**src/rtl/w5300_host_bus_if.sv**
```systemverilog
// w5300_host_bus_if
//   Turns one register access request into a timed W5300 direct-address
//   16-bit host-bus cycle: address/data setup, /CS + /RD or /WR strobe,
//   then address/data hold. Read data is captured on the edge that ends
//   the strobe.
//
//   Optional build macro: W5300_BUS_RECOVERY_EN adds a RECOVER state
//   after HOLD. /CS stays high for RECOVERY_CYC clocks, and op_state
//   stays low until that gap has elapsed.
//
// Ports
//   clk, rst_n     system clock, asynchronous active-low reset
//   req            access request, sampled only while op_state=1
//   addr[10:0]     [10] = 1 write / 0 read, [9:0] = register address
//   wr_data[15:0]  write data
//   rd_data[15:0]  last captured read data
//   op_state       1 = idle/ready, 0 = access in progress
//   w5300_addr     chip address bus
//   w5300_cs_n     chip select, active low
//   w5300_rd_n     read strobe, active low
//   w5300_wr_n     write strobe, active low
//   w5300_data_o   data to chip
//   w5300_data_oe  1 = FPGA drives the data bus
//   w5300_data_i   data from chip
module w5300_host_bus_if #(
  parameter int unsigned ADDR_SETUP_CYC = 2,
  parameter int unsigned STROBE_CYC     = 17,
  parameter int unsigned HOLD_CYC       = 2,
  parameter int unsigned RECOVERY_CYC   = 7
) (
  input  logic        clk,
  input  logic        rst_n,
  input  logic        req,
  input  logic [10:0] addr,
  input  logic [15:0] wr_data,
  output logic [15:0] rd_data,
  output logic        op_state,
  output logic [9:0]  w5300_addr,
  output logic        w5300_cs_n,
  output logic        w5300_rd_n,
  output logic        w5300_wr_n,
  output logic [15:0] w5300_data_o,
  output logic        w5300_data_oe,
  input  logic [15:0] w5300_data_i
);

  localparam int unsigned MAX_A   = (ADDR_SETUP_CYC > STROBE_CYC) ? ADDR_SETUP_CYC : STROBE_CYC;
  localparam int unsigned MAX_B   = (HOLD_CYC > RECOVERY_CYC) ? HOLD_CYC : RECOVERY_CYC;
  localparam int unsigned MAX_CYC = (MAX_A > MAX_B) ? MAX_A : MAX_B;
  localparam int unsigned CNT_W   = $clog2(MAX_CYC) + 1;

  if (ADDR_SETUP_CYC < 1) begin : g_bad_setup
    $error("ADDR_SETUP_CYC must be >= 1");
  end
  if (STROBE_CYC < 1) begin : g_bad_strobe
    $error("STROBE_CYC must be >= 1");
  end
  if (HOLD_CYC < 1) begin : g_bad_hold
    $error("HOLD_CYC must be >= 1");
  end
  if (RECOVERY_CYC < 1) begin : g_bad_recovery
    $error("RECOVERY_CYC must be >= 1");
  end

`ifdef W5300_BUS_RECOVERY_EN
  typedef enum logic [2:0] {IDLE, SETUP, STROBE, HOLD, RECOVER} state_t;
`else
  typedef enum logic [1:0] {IDLE, SETUP, STROBE, HOLD} state_t;
`endif

  state_t             state_q, state_d;
  logic [CNT_W-1:0]   cnt_q, cnt_d;
  logic               dir_q, dir_d;

  logic [15:0]        rd_data_d;
  logic               op_state_d;
  logic [9:0]         addr_d;
  logic               cs_n_d, rd_n_d, wr_n_d;
  logic [15:0]        data_o_d;
  logic               oe_d;

  always_ff @(posedge clk or negedge rst_n) begin
    if (!rst_n) begin
      state_q       <= IDLE;
      cnt_q         <= '0;
      dir_q         <= 1'b0;
      rd_data       <= '0;
      op_state      <= 1'b1;
      w5300_addr    <= '0;
      w5300_cs_n    <= 1'b1;
      w5300_rd_n    <= 1'b1;
      w5300_wr_n    <= 1'b1;
      w5300_data_o  <= '0;
      w5300_data_oe <= 1'b0;
    end else begin
      state_q       <= state_d;
      cnt_q         <= cnt_d;
      dir_q         <= dir_d;
      rd_data       <= rd_data_d;
      op_state      <= op_state_d;
      w5300_addr    <= addr_d;
      w5300_cs_n    <= cs_n_d;
      w5300_rd_n    <= rd_n_d;
      w5300_wr_n    <= wr_n_d;
      w5300_data_o  <= data_o_d;
      w5300_data_oe <= oe_d;
    end
  end

  // Every output is registered, so the next-state logic also computes the
  // next value of each pin; strobe edges land on the state-change edges.
  always_comb begin
    state_d    = state_q;
    cnt_d      = cnt_q + CNT_W'(1);
    dir_d      = dir_q;
    rd_data_d  = rd_data;
    op_state_d = op_state;
    addr_d     = w5300_addr;
    cs_n_d     = w5300_cs_n;
    rd_n_d     = w5300_rd_n;
    wr_n_d     = w5300_wr_n;
    data_o_d   = w5300_data_o;
    oe_d       = w5300_data_oe;

    case (state_q)
      IDLE: begin
        cnt_d = '0;
        if (req) begin
          addr_d     = addr[9:0];
          data_o_d   = wr_data;
          dir_d      = addr[10];
          oe_d       = addr[10];
          op_state_d = 1'b0;
          state_d    = SETUP;
        end
      end
      SETUP: begin
        if (cnt_q == CNT_W'(ADDR_SETUP_CYC - 1)) begin
          cnt_d   = '0;
          cs_n_d  = 1'b0;
          wr_n_d  = !dir_q;
          rd_n_d  = dir_q;
          state_d = STROBE;
        end
      end
      STROBE: begin
        if (cnt_q == CNT_W'(STROBE_CYC - 1)) begin
          cnt_d   = '0;
          cs_n_d  = 1'b1;
          wr_n_d  = 1'b1;
          rd_n_d  = 1'b1;
          if (!dir_q) begin
            rd_data_d = w5300_data_i;
          end
          state_d = HOLD;
        end
      end
      HOLD: begin
        if (cnt_q == CNT_W'(HOLD_CYC - 1)) begin
          cnt_d = '0;
          oe_d  = 1'b0;
`ifdef W5300_BUS_RECOVERY_EN
          state_d = RECOVER;
`else
          op_state_d = 1'b1;
          state_d    = IDLE;
`endif
        end
      end
`ifdef W5300_BUS_RECOVERY_EN
      RECOVER: begin
        if (cnt_q == CNT_W'(RECOVERY_CYC - 1)) begin
          cnt_d      = '0;
          op_state_d = 1'b1;
          state_d    = IDLE;
        end
      end
`endif
      default: begin
        state_d = IDLE;
      end
    endcase
  end

endmodule

```
**config.mk**
```make
export PLATFORM = sky130hd
export DESIGN_NAME = w5300_host_bus_if
export DESIGN_NICKNAME = d
export VERILOG_FILES = /design/src/rtl/w5300_host_bus_if.sv
export SDC_FILE = /design/constraint.sdc
export NUM_CORES = 1
export LEC_CHECK = 0
export CAP_MARGIN = 20
export CORE_UTILIZATION = 30
export DETAILED_ROUTE_END_ITERATION = 10
export PLACE_DENSITY = 0.55
export SLEW_MARGIN = 40
export SYNTH_ARGS = -nofsm -noshare
export SYNTH_HDL_FRONTEND = slang
export SYNTH_SLANG_ARGS = --single-unit
```
**constraint.sdc**
```tcl
create_clock -name clk -period 4.2 [get_ports clk]
set_input_delay 0.63 -clock clk [delete_from_list [all_inputs] [get_ports clk]]
set_output_delay 0.63 -clock clk [all_outputs]
set_load 0.02 [all_outputs]
```
==> flow_summary.toml, run 1 <==
[clock_network]
cts_tree = "yes"
cts_sinks = 56
cts_max_path_buffers = 2
postCtsResizedCells = 0
cts_inserted_buffers = 5
clk_latency_ns = 0.31
postCtsSetupRepairBufs = 0
cts_max_level = 2
hold_buffers = 0
cts_root_buffer = "clkbuf_8"
cts.clk_slew.worst_paths_ns = 0.10

[placed_design]
io_buffers = 92
place_hpwl_um = 3290
dp.cells = 357
place_congestion = 0.712

[critical_path]
timing.rr.end = "rd_data[1]"
critical-path-slowest-cell = "clkdlybuf4s50_1"
rrSetupSlack_ns = 2.35
crit_fanout = 3
rr_worst_depth = 5
required_ns = 3.57
critPathTopFamily = "buffers and inverters"
r2r-start = "state_q[0]"
crit_chain = "clkdlybuf4s50_1"
arrival_ns = 1.48
crit_buf_inv = 1
startpoint = "op_state"
crit_type = "register to primary output"
cpPeakStageDelay_ns = 0.62
critPathLaunchType = "register"
end_kind = "primary output"
endpoint = "op_state"
worstSetupPathDepth = 1

[synth]
seq_area_frac_synth = 0.583
netlist_top_cells_count = "dfrtp_1 (52), mux2_2 (33), mux2_4 (10)"
synth_seq_cells = 56
yosysTopAreaCellShare = 0.539
synth_most_common_cell = "dfrtp_1"
synth_ff_type = "dfrtp_1"
synth_area_leaders = "dfrtp_1 (54%), mux2_2 (15%), mux2_4 (6.2%)"
yosysWarnings = 0
synth_cell_types = 33
synth_edf_count = 0
syn_nets = 219
async_flop_share = 1.00
synth_cells = 165
syn_area_um2 = 2410
syn_area_per_cell_um2 = 14.6
yosysTopAreaCell = "dfrtp_1"

[floorplan]
start_util = 0.311
die_h_um = 91.7
row_count = 32
dieWidth_um = 91.7
pin_count = 93
core_um2 = 7770
dieArea_um2 = 8410

[timing]
fin_crit_sh = 0.502
max_slew.worst_pin.slew_ns = 0.701
slew_viol_final = 0
rsz0062_at_grt = "no"
finalSetupTns_ns = 0
setup_viol = 0
slew_headroom = 0.533
holdWs_ns = 0.444
post-route-min-period_ns = 2.11
skew_ns = 0.00655
hold_violations = 0
max_freq_mhz = 474

[global_route]
grt_use_met3 = 0.0398
top_usage_layer = "met2"
use_met2 = 0.182
grt_pass1_vias = 1603
overflow = 0
met1_usage = 0.157
grtUsageTotal = 0.118
grt_pass1_wl_um = 7780
grt_max_degree = 57
antenna_found_initial = 0

[power_and_ir_drop]
p_per_area_nw_per_um2 = 600
peakVddDrop_mv = 0.343
p_leak_nw = 1.53

[layout]
regArea_um2 = 1410
synthToLayoutAreaGrowth_pct = 46.3
final_cells = 365
utilization = 0.455
multi_input_area_um2 = 946
fill_cells = 753
nets = 316
drive_gt1_frac = 0.247
n_antenna_cell = 0

[outcome]
status = "finished clean"

[min_path]
holdCritPathClass = "primary input to async pin"

[drt]
detail_route.wl_per_cell_um = 12.9
dr.pass1.iters = 4
drt-initial-drc-count = 50
ant_nets = 0
drc = 0
vias = 1599
wirelength_um = 4720
via_per_inst = 4.38

[job]
maxCapViolCount = 0
[how the worst min path moves through the flow]
stage / slack [ns] / start / to / cells after the start
finish: 0.44 / rst_n / rd_data[14] / 2
global route: 0.49 / w5300_cs_n / w5300_cs_n / 2
CTS: 0.48 / rst_n / w5300_data_o[8] / 2
detailed placement: 0.46 / w5300_cs_n / w5300_cs_n / 2
global placement: 0.46 / w5300_cs_n / w5300_cs_n / 2
floorplan: 0.33 / rst_n / cnt_q[0] / 0
[cells in the final DEF, fill, tap and decap left out, types with 2 or more instances in the layout]
cell type	instances
a21oi_1	3
a2bb2oi_1	2
clkbuf_8	6
clkdlybuf4s50_1	91
dfrtp_1	52
dfstp_2	4
ha_1	8
inv_1	9
mux2_2	33
mux2_4	10
nand2_1	4
nand3_1	4
nor2_1	8
nor2b_1	2
o21a_1	2
xnor2_1	2
xor2_1	2
[report_power, final]
part | internal [mW] | switching (mW)
logic | 0.522 | 0.463
clock network | 0.134 | 0.173
registers | 0.719 | 0.106
total | 1.38 | 0.742
[routing by layer]
metal	share of wire	vias to the layer above
li1	-	766
met1	0.46	770
met2	0.46	58
met3	0.074	5
met4	0.011	0
met5	0	-
[per-stage QoR]
| stage | power, mW | setup slack, ns | cell area [um^2] |
|---|---|---|---|
| floorplan | 1.40 | 2.54 | 2410 |
| global route | 2.25 | 2.00 | 3530 |
| detailed placement | 1.83 | 2.01 | 3440 |
| CTS | 2.15 | 2.06 | 3530 |
| global placement | 1.83 | 1.65 | 3430 |
| finish | 2.12 | 2.09 | 3530 |
[kinds of logic after synthesis]
family | after synthesis | share of synthesized area
flops | 56 | 0.583
mux | 44 | 0.220
simple gates | 26 | 0.0684
compound gates | 15 | 0.0461
buf+inv | 12 | 0.0264
fa+ha+maj | 8 | 0.0415
xor+xnor | 4 | 0.0145
[state kept, by name, summed over array words and instances (netlist names)]
| register | cells |
|---|---|
| rd_data | 16 |
| w5300_data_o | 16 |
| w5300_addr | 10 |
| cnt_q | 6 |
| state_q | 2 |
| dir_q | 1 |
| op_state | 1 |
| w5300_cs_n | 1 |
| w5300_data_oe | 1 |
| w5300_rd_n | 1 |
| w5300_wr_n | 1 |
[cell type report]
cell class	instances	area share
flip-flops and latches	56	0.398
multi-input cells	97	0.268
repair buffers	93	0.262
well taps	102	0.0361
clock buffers	7	0.0245
inverters	9	0.00957
clock inverters	1	0.00213
No activity file was read; power rests on OpenSTA's default activity.
==> inputs of run 2 (changes only) <==
==> constraint.sdc (replaced) <==
create_clock -name clk -period 1.96 [get_ports clk]
set_input_delay 0.294 -clock clk [delete_from_list [all_inputs] [get_ports clk]]
set_output_delay 0.294 -clock clk [all_outputs]
set_load 0.02 [all_outputs]
==> run 2 against run 1 <==
- non-clock buffer count increased by 4
- clock skew increased by 0.0028 ns
- worst hold slack improved by 0.042 ns
- sequential power increased by 110%
- power increased by 120%
- utilization increased by 0.76 points
- worst setup slack got worse by 1.9 ns
- routed wire length increased by 2.3%
- global-route usage increased by 0.21 points
- design area increased by 1.7%
- sequential share of layout area decreased by 0.65 points
- critical path type is now register to register
- largest power group unchanged
==> flow_summary.toml, run 2 (same netlist as run 1, synthesis figures left out) <==
[timing]
post-route-min-period_ns = 1.80
timing.final.ws_setup_ns = 0.162
fin_crit_sh = 0.917
slew_viol_final = 0
setup_viol = 0
holdWs_ns = 0.485
max_freq_mhz = 556
finalSetupTns_ns = 0
skew_ns = 0.00940
hold_violations = 0
rsz0062_at_grt = "no"
max_slew.worst_pin.slew_ns = 0.355
slew_headroom = 0.763

[layout]
drive_gt1_frac = 0.247
nets = 320
n_antenna_cell = 0
top_regs = "rd_data: 16 flops, w5300_data_o: 16 flops, w5300_addr: 10 flops"
final_cell_mix = "clkdlybuf4s50_1 (91), dfrtp_1 (52), mux2_2 (33)"
utilization = 0.462
synthToLayoutAreaGrowth_pct = 48.7
final_common_cell = "clkdlybuf4s50_1"

[global_route]
antenna_found_initial = 0
grt_pass1_wl_um = 8040
grtUsageTotal = 0.120
grt_max_degree = 57
overflow = 0
grt_pass1_vias = 1671

[placed_design]
place_hpwl_um = 3440
place_congestion = 0.714
io_buffers = 92
pre_cts_slack_ns = 0.137

[clock_network]
cts_sinks = 56
cts.clk_slew.worst_paths_ns = 0.10
cts_tree = "yes"
cts_max_path_buffers = 2
postCtsResizedCells = 0
cts_inserted_buffers = 5
clk_latency_ns = 0.30
cts_max_level = 2
cts_root_buffer = "clkbuf_8"

[floorplan]
dieWidth_um = 91.7
core_um2 = 7770
die_h_um = 91.7
dieArea_um2 = 8410
start_util = 0.311
pin_count = 93
row_count = 32

[critical_path]
arrival_ns = 1.99
crit_type = "register to register"
crit_fanout = 5
critPathLaunchType = "register"
end_kind = "register"
required_ns = 2.16

[outcome]
status = "finished clean"

[power_and_ir_drop]
p_leak_nw = 1.55
peakVddDrop_mv = 0.674
p_per_area_nw_per_um2 = 1270

[drt]
via_per_inst = 4.44
vias = 1640
ant_nets = 0
detail_route.wl_per_cell_um = 13.1
wirelength_um = 4830
drc = 0
dr.pass1.iters = 4
drt-initial-drc-count = 29

[min_path]
holdCritPathClass = "register to register"

[job]
maxCapViolCount = 0
run 2: routing by layer:
layer / wire length (um) / track usage / vias up
li1: - / - / 774
met1: 2120 / 0.148 / 804
met2: 2330 / 0.201 / 60
met3: 358 / 0.0423 / 2
met4: 17 / 0.0273 / 0
met5: 0 / 0 / -
run 2: final cells by class:
class | instances | area [um^2]
Inverter | 9 | 33.8
Fill cell | 728 | 4180
Clock inverter | 1 | 8.76
Timing Repair Buffer | 97 | 993
Multi-Input combinational cell | 97 | 943
Clock buffer | 7 | 76.3
Sequential cell | 56 | 1410
Tap cell | 102 | 128
run 2: what timing repair did:
item | in CTS | in global routing
buffers inserted | 0 | 1
hold buffers | 1 | 0
hold endpoints to repair | 52 | 0
endpoints found under the setup margin | 0 | 2
run 2: final timing paths:
check                           startpoint    endpoint  slack [ns]  depth (start not counted)
min in group asynchronous            rst_n  state_q[1]        0.52                          3
max in group asynchronous            rst_n    op_state        1.14                          3
worst max-delay path              cnt_q[1]  state_q[1]        0.16                          6
worst min register to register  w5300_cs_n  w5300_cs_n        0.49                          2
worst min-delay path            w5300_cs_n  w5300_cs_n        0.49                          2
worst max register to register    cnt_q[1]  state_q[1]        0.16                          6
run 2: critical path: stages (launching register included):
cell and delay (ns):
dfrtp_1 0.40, inv_1 0.08, ha_1 0.13, nor2b_1 0.31, a21oi_2 0.12, nor3_1 0.29, mux2_2 0.37
run 2: power breakdown:
group	total, mW	internal, mW	leakage (nW)	switching (mW)
clock network	0.609	0.256	0.0424	0.352
registers	1.76	1.54	0.703	0.224
logic	2.18	1.17	0.809	1.01
run 2: per-stage QoR:
step / cell area [um^2] / cells / power [mW]
3_3_place_gp: 3470 / 359 / 3.97
5_1_grt: 3590 / 369 / 4.85
6_report: 3590 / 369 / 4.56
4_1_cts: 3570 / 368 / 4.64
3_5_place_dp: 3470 / 359 / 4.00
2_1_floorplan: 2410 / 165 / 3.00
